File: config.mk
export PLATFORM = sky130hd
export DESIGN_NAME = zube_fifo
export DESIGN_NICKNAME = d
export VERILOG_FILES = /design/src/rtl/zube_fifo.sv
export SDC_FILE = /design/constraint.sdc
export NUM_CORES = 1
export LEC_CHECK = 0
export CORE_AREA = 2 2 185 133
export CTS_BUF_LIST = sky130_fd_sc_hd__clkbuf_16
export DETAILED_ROUTE_END_ITERATION = 12
export DIE_AREA = 0 0 187 135
export PLACE_DENSITY = 0.6
export SKIP_LAST_GASP = 1
export SLEW_MARGIN = 20
export SYNTH_ARGS = -nofsm -noshare
export SYNTH_HDL_FRONTEND = slang
export SYNTH_SLANG_ARGS = --single-unit
export TNS_END_PERCENT = 5
File: constraint.sdc
create_clock -name clk -period 16.4 [get_ports clk]
set_clock_uncertainty 0.2 [all_clocks]
set_input_delay 3.28 -clock clk [delete_from_list [all_inputs] [get_ports clk]]
set_output_delay 3.28 -clock clk [all_outputs]
set_load 0.02 [all_outputs]
File: src/rtl/zube_fifo.sv
`default_nettype none
// ============================================================================
// zube_fifo : CHANNELS x (TX/RX byte FIFO) mailbox, Z80 I/O bus <-> Wishbone.
// Optional: ZUBE_FIFO_IRQ_EN builds IRQ_EN registers and irq_out.  Rev 1.0
// ============================================================================
module zube_fifo #(
  parameter logic [31:0] BASE_ADDRESS  = 32'h3000_0000,
  parameter logic [7:0]  Z80_PORT_BASE = 8'h40,
  parameter int          CHANNELS      = 2,
  parameter int          DEPTH_LOG2    = 2
) (
  input  logic                clk,
  input  logic                reset,
  input  logic                z80_write_strobe_b,
  input  logic                z80_read_strobe_b,
  input  logic [7:0]          z80_address_bus,
  input  logic [7:0]          z80_data_bus_in,
  output logic [7:0]          z80_data_bus_out,
  output logic                z80_bus_dir,
  input  logic                wb_cyc_in,
  input  logic                wb_stb_in,
  input  logic                wb_we_in,
  input  logic [31:0]         wb_addr_in,
  input  logic [31:0]         wb_data_in,
  output logic                wb_ack_out,
  output logic [31:0]         wb_data_out,
  output logic [CHANNELS-1:0] irq_out
);
  localparam int DEPTH = 1 << DEPTH_LOG2;
  localparam int PW    = DEPTH_LOG2 + 1;

  logic [1:0]                           wr_sync_q, wr_sync_d, rd_sync_q, rd_sync_d;
  logic                                 wr_prev_q, wr_prev_d, rd_prev_q, rd_prev_d;
  logic [CHANNELS-1:0][PW-1:0]          rx_wp_q, rx_wp_d, rx_rp_q, rx_rp_d;
  logic [CHANNELS-1:0][PW-1:0]          tx_wp_q, tx_wp_d, tx_rp_q, tx_rp_d;
  logic [CHANNELS-1:0][DEPTH-1:0][7:0]  rx_mem_q, rx_mem_d, tx_mem_q, tx_mem_d;
  logic [CHANNELS-1:0]                  rx_ovf_q, rx_ovf_d, tx_ovf_q, tx_ovf_d;
  logic [CHANNELS-1:0]                  tx_pend_q, tx_pend_d;
  logic [CHANNELS-1:0][1:0]             irq_en_q, irq_en_d;
  logic                                 wb_ack_q, wb_ack_d;
  logic [31:0]                          wb_data_q, wb_data_d;
  logic [7:0]                           z_out_q, z_out_d;
  logic                                 z_dir_q, z_dir_d;

  logic [CHANNELS-1:0][PW-1:0]          rx_cnt, tx_cnt;
  logic [CHANNELS-1:0]                  rx_full, rx_empty, tx_full, tx_empty;
  logic [CHANNELS-1:0][7:0]             rx_head, tx_head, z_status;
  logic [CHANNELS-1:0]                  z_data_hit, z_stat_hit, wb_ch_hit;
  logic [CHANNELS-1:0]                  rx_push, rx_pop, tx_push, tx_pop;
  logic [31:0]                          wb_off;
  logic                                 wb_req, wb_hit, z_wr_fall, z_rd_fall, z_rd_rise;
  logic                                 unused_bits;

  assign wb_off      = wb_addr_in - BASE_ADDRESS;
  assign wb_hit      = wb_off < 32'(16 * CHANNELS);
  assign wb_req      = wb_cyc_in & wb_stb_in & ~wb_ack_q;
  assign z_wr_fall   = wr_prev_q & ~wr_sync_q[1];
  assign z_rd_fall   = rd_prev_q & ~rd_sync_q[1];
  assign z_rd_rise   = ~rd_prev_q & rd_sync_q[1];
  assign unused_bits = &{1'b0, wb_data_in[31:18], wb_data_in[15:8]};

  generate
    for (genvar c = 0; c < CHANNELS; c++) begin : g_chan
      assign rx_cnt[c]     = rx_wp_q[c] - rx_rp_q[c];
      assign tx_cnt[c]     = tx_wp_q[c] - tx_rp_q[c];
      assign rx_empty[c]   = rx_wp_q[c] == rx_rp_q[c];
      assign tx_empty[c]   = tx_wp_q[c] == tx_rp_q[c];
      assign rx_full[c]    = (rx_wp_q[c][PW-1] != rx_rp_q[c][PW-1]) &&
                             (rx_wp_q[c][PW-2:0] == rx_rp_q[c][PW-2:0]);
      assign tx_full[c]    = (tx_wp_q[c][PW-1] != tx_rp_q[c][PW-1]) &&
                             (tx_wp_q[c][PW-2:0] == tx_rp_q[c][PW-2:0]);
      assign rx_head[c]    = rx_mem_q[c][rx_rp_q[c][PW-2:0]];
      assign tx_head[c]    = tx_mem_q[c][tx_rp_q[c][PW-2:0]];
      assign z_data_hit[c] = z80_address_bus == (Z80_PORT_BASE + 8'(2 * c));
      assign z_stat_hit[c] = z80_address_bus == (Z80_PORT_BASE + 8'(2 * c + 1));
      assign z_status[c]   = {4'b0, tx_ovf_q[c], rx_ovf_q[c], ~rx_full[c], ~tx_empty[c]};
      assign wb_ch_hit[c]  = wb_hit && (wb_off[31:4] == 28'(c));
      assign rx_push[c]    = z_wr_fall & z_data_hit[c];
      assign rx_pop[c]     = wb_req & wb_ch_hit[c] & ~wb_we_in & (wb_off[3:0] == 4'h0) & ~rx_empty[c];
      assign tx_push[c]    = wb_req & wb_ch_hit[c] & wb_we_in & (wb_off[3:0] == 4'h0);
      // pend is only ever set when TX was non-empty and nothing else pops TX
      assign tx_pop[c]     = z_rd_rise & tx_pend_q[c];
`ifdef ZUBE_FIFO_IRQ_EN
      assign irq_out[c]    = (irq_en_q[c][0] & ~rx_empty[c]) | (irq_en_q[c][1] & tx_empty[c]);
`endif
    end
  endgenerate

`ifndef ZUBE_FIFO_IRQ_EN
  assign irq_out = '0;
`endif

  always_comb begin
    wr_sync_d = {wr_sync_q[0], z80_write_strobe_b};
    rd_sync_d = {rd_sync_q[0], z80_read_strobe_b};
    wr_prev_d = wr_sync_q[1];
    rd_prev_d = rd_sync_q[1];
    rx_wp_d   = rx_wp_q;
    rx_rp_d   = rx_rp_q;
    tx_wp_d   = tx_wp_q;
    tx_rp_d   = tx_rp_q;
    rx_mem_d  = rx_mem_q;
    tx_mem_d  = tx_mem_q;
    rx_ovf_d  = rx_ovf_q;
    tx_ovf_d  = tx_ovf_q;
    tx_pend_d = tx_pend_q;
    irq_en_d  = irq_en_q;
    wb_ack_d  = wb_req;
    wb_data_d = '0;
    z_out_d   = z_out_q;
    z_dir_d   = z_dir_q;
    if (z_rd_rise) begin
      z_dir_d = 1'b0;
      z_out_d = 8'h00;
    end
    for (int c = 0; c < CHANNELS; c++) begin
      if (z_rd_rise) tx_pend_d[c] = 1'b0;
      if (z_rd_fall) begin
        tx_pend_d[c] = z_data_hit[c] & ~tx_empty[c];
        if (z_data_hit[c]) begin
          z_dir_d = 1'b1;
          z_out_d = tx_empty[c] ? 8'h00 : tx_head[c];
        end
        if (z_stat_hit[c]) begin
          z_dir_d = 1'b1;
          z_out_d = z_status[c];
        end
      end
      if (wb_req && wb_ch_hit[c]) begin
        if (!wb_we_in) begin
          case (wb_off[3:0])
            4'h0:    wb_data_d = {24'b0, rx_empty[c] ? 8'h00 : rx_head[c]};
            4'h4:    wb_data_d = {14'b0, tx_ovf_q[c], rx_ovf_q[c], 8'(tx_cnt[c]), 8'(rx_cnt[c])};
            4'h8:    wb_data_d = {30'b0, irq_en_q[c]};
            default: wb_data_d = '0;
          endcase
        end else if (wb_off[3:0] == 4'h4) begin
          if (wb_data_in[16]) rx_ovf_d[c] = 1'b0;
          if (wb_data_in[17]) tx_ovf_d[c] = 1'b0;
        end
`ifdef ZUBE_FIFO_IRQ_EN
        else if (wb_off[3:0] == 4'h8) begin
          irq_en_d[c] = wb_data_in[1:0];
        end
`endif
      end
      // A push into a full FIFO is accepted when a pop frees the slot in the same cycle
      if (rx_pop[c]) rx_rp_d[c] = rx_rp_q[c] + PW'(1);
      if (rx_push[c]) begin
        if (!rx_full[c] || rx_pop[c]) begin
          rx_mem_d[c][rx_wp_q[c][PW-2:0]] = z80_data_bus_in;
          rx_wp_d[c] = rx_wp_q[c] + PW'(1);
        end else begin
          rx_ovf_d[c] = 1'b1;
        end
      end
      if (tx_pop[c]) tx_rp_d[c] = tx_rp_q[c] + PW'(1);
      if (tx_push[c]) begin
        if (!tx_full[c] || tx_pop[c]) begin
          tx_mem_d[c][tx_wp_q[c][PW-2:0]] = wb_data_in[7:0];
          tx_wp_d[c] = tx_wp_q[c] + PW'(1);
        end else begin
          tx_ovf_d[c] = 1'b1;
        end
      end
    end
  end

  always_ff @(posedge clk or posedge reset) begin
    if (reset) begin
      wr_sync_q <= 2'b11;
      rd_sync_q <= 2'b11;
      wr_prev_q <= 1'b1;
      rd_prev_q <= 1'b1;
      rx_wp_q   <= '0;
      rx_rp_q   <= '0;
      tx_wp_q   <= '0;
      tx_rp_q   <= '0;
      rx_mem_q  <= '0;
      tx_mem_q  <= '0;
      rx_ovf_q  <= '0;
      tx_ovf_q  <= '0;
      tx_pend_q <= '0;
      irq_en_q  <= '0;
      wb_ack_q  <= 1'b0;
      wb_data_q <= '0;
      z_out_q   <= '0;
      z_dir_q   <= 1'b0;
    end else begin
      wr_sync_q <= wr_sync_d;
      rd_sync_q <= rd_sync_d;
      wr_prev_q <= wr_prev_d;
      rd_prev_q <= rd_prev_d;
      rx_wp_q   <= rx_wp_d;
      rx_rp_q   <= rx_rp_d;
      tx_wp_q   <= tx_wp_d;
      tx_rp_q   <= tx_rp_d;
      rx_mem_q  <= rx_mem_d;
      tx_mem_q  <= tx_mem_d;
      rx_ovf_q  <= rx_ovf_d;
      tx_ovf_q  <= tx_ovf_d;
      tx_pend_q <= tx_pend_d;
      irq_en_q  <= irq_en_d;
      wb_ack_q  <= wb_ack_d;
      wb_data_q <= wb_data_d;
      z_out_q   <= z_out_d;
      z_dir_q   <= z_dir_d;
    end
  end

  assign wb_ack_out       = wb_ack_q;
  assign wb_data_out      = wb_data_q;
  assign z80_data_bus_out = z_out_q;
  assign z80_bus_dir      = z_dir_q;

endmodule
`default_nettype wire
==> results.toml, run 1 <==
[run_status]
status = "finished clean"

[synthesis]
yosys_warnings = 0
synthArstFlopShare_pct = 100.0
yosysTopAreaCell = "dfrtp_1"
avgSynthCellArea_um2 = 13.74
yosys.area.top_type_share_pct = 48.84
ys_top_cells_by_area = "dfrtp_1 (49%), mux2_2 (16%), mux4_2 (7.8%)"
syn_inst = 675
ys_types = 63
synth_seq_area_share_pct = 50.54
synth_area_um2 = 9274
ys_ff_latch = 187
synth_edf_count = 0
synth_ff_type = "dfrtp_1"

[timing]
rsz0062_at_grt = "no"
tightest_slew_ns = 0.8840
fmax_mhz = 161.9
finalSetupTns_ns = 0
relSlewSlack_pct = 41.07
hold_viol = 0
setup_violations = 0
fin_crit_ns = 6.175
drv_slew = 0
post-route-period-util_pct = 37.65

[power_and_ir_drop]
ir_worst_vdd_v = 0.00007352
combPwrFrac_pct = 6.8
sequentialPowerShare_pct = 50.0
power_frac_clock_pct = 43.2
switching_power_mw = 0.2502
p_per_area_nw_per_um2 = 86.30
p_leak_nw = 5.006
p_int_mw = 0.7001
p_sw_share_pct = 26.33

[detailed_routing]
drc = 0
wl_met2_mm = 9.930
viasPerCell = 5.428
ant_nets = 0
routed.top_layer = "met5"
wl_met3_mm = 1.234
routed_wirelength_mm = 22.10
vias = 5944
wl_met1_mm = 10.69
drt-wirelength-per-cell_um = 20.19
firstDrtPassIters = 5
drtIter0Drc = 310

[grt]
grt_first_pass_wirelength_mm = 35.18
overflow = 0
grt_pass1_vias = 6180
grt_max_degree = 98
antenna_found_initial = 1
grt_use_total_pct = 18.35

[floorplanning]
coreArea_um2 = 23350
rows = 47
die_height_um = 135
die-area_um2 = 25250
ios = 131
fp.dieW_um = 187
initial_core_util_pct = 39.72

[final_layout]
diodes = 0
fill_cells = 2081
final_cell_mix = "dfrtp_1 (181), mux2_2 (134), clkdlybuf4s50_1 (87), mux4_2 (32)"
stdcell_count = 1095
syn_to_final_growth_pct = 18.73
finalInstanceArea_um2 = 11010
layout_commonest_cell = "dfrtp_1"
drive_above_1_share_pct = 29.86
fin_nets = 885

[clock_network]
cts_tree = "yes"
post_cts_resized = 0
cts.sinks = 187
hold_buffers = 0
clk_pin_slew_ns = 0.07
htree_num_levels = 4
insertion_delay_ns = 0.44
cts_buffers = 17
post_cts_buffers = 0
cts-root-buf = "clkbuf_16"
cts.path.max_buffers = 2

[placement]
postPlaceCellArea_um2 = 10400
dp.cells = 1063
gp_congestion = 0.8765
dp_hpwl_mm = 16.12
port_buffers = 87

[critical_path]
slowest_delay_ns = 0.74
critPathMaxFanout = 11
cp-end-kind = "register"
path_class = "in -> reg"
crit_slowest_cell = "nor3_1"
worstPathRequired_ns = 16.51
cp_cell_sequence = "clkdlybuf4s50_1 -> nor4_1 -> nand4_1 -> nor3_1 -> a31oi_2 -> mux2_2"
worstPathArrival_ns = 6.29
critPathLaunchType = "input port"

[worst_hold_path]
hp-class = "reg -> reg"

[flow_run]
cap_violations = 0
area by class of cell:
class / count / area [um^2] / area share (%)
timing repair buffer: 89 / 889.6 / 8.080
clock inverter: 15 / 177.7 / 1.614
tap: 318 / 397.9 / 3.614
inverter: 27 / 106.4 / 0.9659
sequential: 187 / 4687 / 42.57
clock buffer: 17 / 425.4 / 3.864
multi-input combinational: 442 / 4327 / 39.30
state kept, by name, summed over array words and instances (netlist names), 6 cells and up:
signal            flops
z80_data_bus_out      8
tx_mem_q             64
rx_wp_q               6
tx_rp_q               6
wb_data_out          13
rx_rp_q               6
rx_mem_q             64
tx_wp_q               6
final timing paths:
path	end	startpoint	slack [ns]	cells after the start
setup reg to reg	tx_mem_q[24]$_DFFE_PP0P_	tx_rp_q[0]$_DFFE_PP0P_	13.22	6
min in group asynchronous	tx_mem_q[26]$_DFFE_PP0P_	reset	3.20	2
max in group asynchronous	tx_ovf_q[0]$_DFF_PP0_	reset	11.49	3
setup / recovery	rx_mem_q[30]$_DFFE_PP0P_	wb_addr_in[17]	10.23	6
hold / removal	wr_sync_q[1]$_DFF_PP1_	wr_sync_q[0]$_DFF_PP1_	0.16	0
hold reg to reg	wr_sync_q[1]$_DFF_PP1_	wr_sync_q[0]$_DFF_PP1_	0.16	0
per-stage QoR:
| step | utilization [%] | setup WS, ns | power (mW) | hold slack, ns |
|---|---|---|---|---|
| after floorplan | - | 7.845 | 0.5198 | 0.1452 |
| after detailed placement | 44.56 | 9.833 | 0.5495 | 0.1468 |
| after global placement | 44.56 | 9.972 | 0.5465 | 0.1483 |
| after global routing | 47.16 | 10.08 | 0.9922 | 0.1622 |
| final | 47.16 | 10.23 | 0.9503 | 0.1570 |
| after CTS | 47.15 | 10.28 | 0.9611 | 0.1574 |
power by group through the flow:
| stage | registers [mW] | clock network, mW | logic, mW |
|---|---|---|---|
| after floorplan | 0.477 | 0 | 0.0432 |
| after global placement | 0.484 | 0 | 0.0623 |
| after detailed placement | 0.485 | 0 | 0.0646 |
| after CTS | 0.476 | 0.420 | 0.0649 |
| after global routing | 0.477 | 0.444 | 0.0712 |
| final | 0.475 | 0.411 | 0.0642 |
cell usage after synthesis (2+ instances only):
cell type,number
a22o_1,3
a22oi_1,6
a31oi_2,3
and2_1,4
and3_1,5
and4_1,5
buf_4,21
clkbuf_1,16
dfrtp_1,181
dfstp_2,6
fa_1,4
ha_1,30
inv_1,27
mux2_2,134
mux2i_1,2
mux4_2,32
nand2_1,30
nand2_2,4
nand3_1,17
nand3b_1,4
nand4_1,8
nor2_1,10
nor2b_1,3
nor3_1,5
nor3b_1,2
nor4_1,6
nor4_2,2
nor4_4,4
o211ai_1,4
o21ai_0,20
o21ai_4,4
o221ai_1,4
o22ai_1,6
o31ai_1,8
or4_1,3
or4_4,2
xnor2_1,20
xor2_1,5
logic make-up after synthesis:
| kind of cell | synth area share [%] |
|---|---|
| adder cells (fa/ha/maj) | 4.911 |
| other | 0.04044 |
| XOR/XNOR | 2.361 |
| AND/OR/NAND/NOR | 8.500 |
| flip-flops | 50.54 |
| multiplexers | 24.42 |
| AO/OA/AOI/OAI | 5.613 |
| buffers and inverters | 3.616 |
per-layer routing:
layer	global-route usage (%)	vias to the layer above
met1	26.28	3110
met3	4.470	17
li1	-	2651
met4	4.718	2
met2	28.09	164
met5	0	-
critical path: cells and delay by family:
family	cells	cell delay [ns]
AO/OA/AOI/OAI	1	0.43
buffers and inverters	1	0.40
multiplexers	1	0.39
AND/OR/NAND/NOR	3	1.77
No activity file was read; power rests on OpenSTA's default activity.
==> run 2: changes to the inputs <==
==> constraint.sdc (replaced) <==
create_clock -name clk -period 5.7 [get_ports clk]
set_clock_uncertainty 0.2 [all_clocks]
set_input_delay 1.14 -clock clk [delete_from_list [all_inputs] [get_ports clk]]
set_output_delay 1.14 -clock clk [all_outputs]
set_load 0.02 [all_outputs]
==> results.toml, run 2 (synthesized netlist as in run 1, its figures left out) <==
[detailed_routing]
routed.top_layer = "met5"
wl_met3_mm = 1.133
firstDrtPassIters = 5
drtIter0Drc = 314
ant_nets = 0
viasPerCell = 5.367
routed_wirelength_mm = 21.82
wl_met1_mm = 10.55
drc = 0
wl_met2_mm = 9.955
drt-wirelength-per-cell_um = 19.91
vias = 5882

[clock_network]
post_cts_resized = 0
hold_buffers = 0
cts_tree = "yes"
insertion_delay_ns = 0.44
cts_buffers = 17
cts-root-buf = "clkbuf_16"
cts.path.max_buffers = 2
htree_num_levels = 4
clk_pin_slew_ns = 0.07
post_cts_buffers = 0
cts.sinks = 187

[timing]
relSlewSlack_pct = 47.22
rsz0062_at_grt = "no"
setup_violations = 0
hold_viol = 0
drv_slew = 0
fmax_mhz = 251.8
tightest_slew_ns = 0.7893
finalSetupTns_ns = 0
post-route-period-util_pct = 69.66
fin_crit_ns = 3.971

[grt]
grt_use_total_pct = 18.05
antenna_found_initial = 1
grt_first_pass_wirelength_mm = 34.83
overflow = 0
grt_pass1_vias = 6187
grt_max_degree = 188

[final_layout]
diodes = 0
syn_to_final_growth_pct = 19.14
drive_above_1_share_pct = 29.82
layout_commonest_cell = "dfrtp_1"
fin_nets = 886
finalInstanceArea_um2 = 11050
final_cell_mix = "dfrtp_1 (181), mux2_2 (134), clkdlybuf4s50_1 (87), mux4_2 (32)"
fill_cells = 2040

[power_and_ir_drop]
combPwrFrac_pct = 6.8
p_sw_share_pct = 25.54
p_leak_nw = 5.028
ir_worst_vdd_v = 0.0002200
p_int_mw = 2.055
sequentialPowerShare_pct = 49.5
power_frac_clock_pct = 43.6
switching_power_mw = 0.7047
p_per_area_nw_per_um2 = 249.8

[critical_path]
critPathLaunchType = "input port"
worstPathRequired_ns = 5.82
critPathMaxFanout = 11
worstPathArrival_ns = 4.09
path_class = "in -> reg"
slowest_delay_ns = 0.73
cp-end-kind = "register"
cp_cell_sequence = "clkdlybuf4s50_1 -> nor4_1 -> nand4_1 -> nor3_1 -> a31oi_2 -> mux2_2"
reg2regPathDepth = 6
crit_slowest_cell = "nor3_1"

[floorplanning]
fp.dieW_um = 187
die_height_um = 135
rows = 47
coreArea_um2 = 23350
die-area_um2 = 25250
ios = 131
initial_core_util_pct = 39.72

[flow_run]
cap_violations = 0

[worst_hold_path]
whs_path_depth = 0
hp-class = "reg -> reg"

[placement]
dp_hpwl_mm = 15.73
port_buffers = 87
postPlaceCellArea_um2 = 10420
gp_congestion = 0.8938

[run_status]
status = "finished clean"
==> run 2: critical path, delay by kind of cell <==
family / cells / cell delay [ns]
buffers and inverters: 1 / 0.40
AOI/OAI and AO/OA: 1 / 0.42
and+or+nand+nor: 3 / 1.74
muxes: 1 / 0.38
==> run 2: power groups by stage <==
| stage | logic [mW] | clock network, mW | registers [mW] |
|---|---|---|---|
| finish | 0.188 | 1.20 | 1.37 |
| CTS | 0.188 | 1.23 | 1.37 |
| detailed placement | 0.185 | 0 | 1.39 |
| global placement | 0.179 | 0 | 1.39 |
| global route | 0.206 | 1.28 | 1.37 |
| floorplan | 0.124 | 0 | 1.37 |
==> run 2: final cells by class <==
| cell class | count | area, um^2 | share of cell area, % |
|---|---|---|---|
| multi-input combinational | 442 | 4327 | 39.16 |
| inverter | 27 | 105.1 | 0.9512 |
| clock buffer | 17 | 425.4 | 3.850 |
| tap | 318 | 397.9 | 3.601 |
| clock inverter | 15 | 181.4 | 1.642 |
| timing repair buffer | 90 | 925.9 | 8.380 |
| sequential | 187 | 4687 | 42.42 |
==> run 2: worst paths after layout <==
| kind | end | slack, ns | from |
|---|---|---|---|
| setup / recovery | rx_mem_q[30]$_DFFE_PP0P_ | 1.73 | wb_addr_in[24] |
| max in group asynchronous | rx_mem_q[3]$_DFFE_PP0P_ | 3.47 | reset |
| hold / removal | rd_sync_q[1]$_DFF_PP1_ | 0.16 | rd_sync_q[0]$_DFF_PP1_ |
| setup reg to reg | tx_mem_q[63]$_DFFE_PP0P_ | 2.54 | rd_sync_q[1]$_DFF_PP1_ |
| hold reg to reg | rd_sync_q[1]$_DFF_PP1_ | 0.16 | rd_sync_q[0]$_DFF_PP1_ |
| min in group asynchronous | tx_mem_q[2]$_DFFE_PP0P_ | 0.98 | reset |
==> run 2: per-layer routing <==
layer,vias to the layer above,GRT usage [%]
li1,2634,-
met1,3060,25.60
met2,173,28.27
met3,13,4.236
met4,2,4.189
met5,-,0
==> run 2: through the flow <==
step                      instances  power [mW]  hold WS [ns]  utilization, %  setup slack, ns
after floorplan                 695       1.496        0.1452               -            1.958
after global routing           1096       2.861        0.1630           47.33            1.569
after CTS                      1095       2.786        0.1604           47.21            1.736
after detailed placement       1063       1.580        0.1532           44.61            1.256
after global placement         1063       1.573        0.1480           44.61            1.426
final                          1096       2.760        0.1589           47.33            1.729
==> edit: new RTL, settings of run 2 <==
Build with the macro `ZUBE_FIFO_IRQ_EN` defined.
--- a/src/rtl/zube_fifo.sv
+++ b/src/rtl/zube_fifo.sv
@@ -5,2 +5,4 @@
 // ============================================================================
+`define ZUBE_FIFO_IRQ_EN
+
 module zube_fifo #(
Formal check against the unedited RTL: not equivalent (a bounded check fails within 4 cycles, from zero or initial values and one cycle with reset high).
==> edit against run 2 <==
  * Non-clock buffer count is 5 higher
  * Area after synthesis is 1.6% higher
  * Cell area is 1.8% higher
  * Via count is 3.2% higher
  * Critical path depth is 1 higher
  * Power is 4.2% higher
  * Register-to-register slack better by 0.10 ns
  * Worst hold slack worse by 0.0016 ns
  * Wire length is 2.9% higher
  * Core utilization is 0.87 points higher
  * Sequential cell count is 4 higher
  * Worst setup slack worse by 0.060 ns
  * Largest cell class unchanged
  * Highest routed layer is now met4
==> edit: results (changes against run 2) <==
LEAKAGE 5.00 nW (-0.59%); final worst setup slack 1.67 ns (-0.0597 ns); Setup CP Type reg -> out; CTS resizes 0 (unchanged); setup TNS 0 ns (unchanged); reg2reg end z80_data_bus_out[2]; drt first pass iters 6 (+1); clock buffer depth 2 (unchanged); Worst Reg-to-Reg Cells 7 (+1); DP HPWL 15600 um (-0.60%); WL per Instance 19.6 um (-1.6%); CP top delay family flip-flops; R2R Setup Slk 2.64 ns (+0.10 ns); slowest cell on the critical path dfrtp_1; Worst Tran Pin Value 1.01 ns (+0.222 ns); top cells by count, synth dfrtp_1, mux2_2, nand2_1; pre-CTS setup slack 1.48 ns (+0.226 ns); crit-path max FO 12 (+1); ratio of cells with drive above 1 in the final layout 24.9% (-4.9 points); I/O Buffers 89 (+2.3%); total global-route track usage 18.6% (+0.50 points); data arrival time of the worst path 2.69 ns (-1.40 ns); FILL cells 2055 (+0.74%); Worst R2R Start tx_rp_q[1]; CTS Root Cell clkbuf_16; Synth Flop Type dfrtp_1; Int Pwr 2.19 mW (+6.7%); VDD IR max 192 uV (-13%); status complete, no violations; number of global-route vias before repair 5986 (-3.2%); CP Capture Point irq_out[0]; clk slew on worst S/H paths 0.07 ns (about the same); Synth area leaders dfrtp_1, mux2_2, mux4_2; slowest stage delay, CP 0.77 ns (+0.04 ns); Antenna Cells 0 (unchanged); first-pass GRT wire length 35400 um (+1.6%); antenna violations before repair 0 (-1); largest net degree at the start of global routing 84 (-55%); Ys Warns 0 (unchanged); final-stage net count 936 (+5.6%); sequential fraction of the synthesis area 50.8% (+0.27 points); Initial DRC Count 478 (+52%); via-per-instance ratio 5.30 (-1.3%); GP Congestion 0.788 (-12%); synth unique cells 57 (-9.5%); CTS Buf Count 17 (unchanged); H-tree levels 4 (unchanged)
edit: cells by family after synthesis:
| kind of cell | after synthesis | share of synthesized area (%) |
|---|---|---|
| flops | 191 | 50.8 |
| other cells | 1 | 0.0398 |
| mux | 143 | 20.9 |
| xor+xnor | 24 | 2.23 |
| simple gates | 154 | 9.16 |
| fa+ha+maj | 34 | 4.83 |
| buf+inv | 81 | 4.00 |
| compound gates | 98 | 8.05 |
edit: metrics by stage:
step                total power, mW  cell area (um^2)  std cells
floorplan                      1.52              9490        744
global placement               1.61             10600       1114
detailed placement             1.61             10600       1114
CTS                            2.90             11300       1146
global route                   2.98             11300       1146
finish                         2.88             11300       1146
edit: final cells by class:
type	instances	area (um^2)	share of cell area, %
Sequential cell	191	4790	42.5
Tap cell	318	398	3.54
Inverter	38	146	1.30
Multi-Input combinational cell	472	4330	38.5
Clock buffer	17	425	3.78
Clock inverter	15	205	1.82
Timing Repair Buffer	95	961	8.54
edit: power groups by stage:
stage	registers [mW]	logic [mW]	clock network (mW)
5_1_grt	1.40	0.209	1.38
3_3_place_gp	1.42	0.189	0
6_report	1.39	0.189	1.29
2_1_floorplan	1.40	0.121	0
3_5_place_dp	1.42	0.190	0
4_1_cts	1.39	0.191	1.32
edit: worst min path at each step:
stage | startpoint | endpoint | slack (ns)
6_report | wr_sync_q[0] | wr_sync_q[1] | 0.16
5_1_grt | wr_sync_q[0] | wr_sync_q[1] | 0.16
4_1_cts | wr_sync_q[0] | wr_sync_q[1] | 0.16
3_5_place_dp | rd_sync_q[0] | rd_sync_q[1] | 0.15
3_3_place_gp | rd_sync_q[0] | rd_sync_q[1] | 0.15
2_1_floorplan | rd_sync_q[0] | rd_sync_q[1] | 0.15
edit: worst reg2reg max path, stage by stage (launching register included):
cell      delay [ns]
dfrtp_1         0.77
inv_1           0.10
ha_1            0.33
nand2_1         0.07
o21bai_1        0.58
nor2_1          0.26
a22o_1          0.32
a221o_1         0.31
edit: metal layers:
metal | global-route usage [%] | vias up | wire, um
met4 | 4.10 | 0 | 168
li1 | - | 2799 | -
met5 | 0 | - | 0
met1 | 29.3 | 3087 | 11900
met3 | 4.70 | 14 | 1400
met2 | 25.3 | 173 | 8980
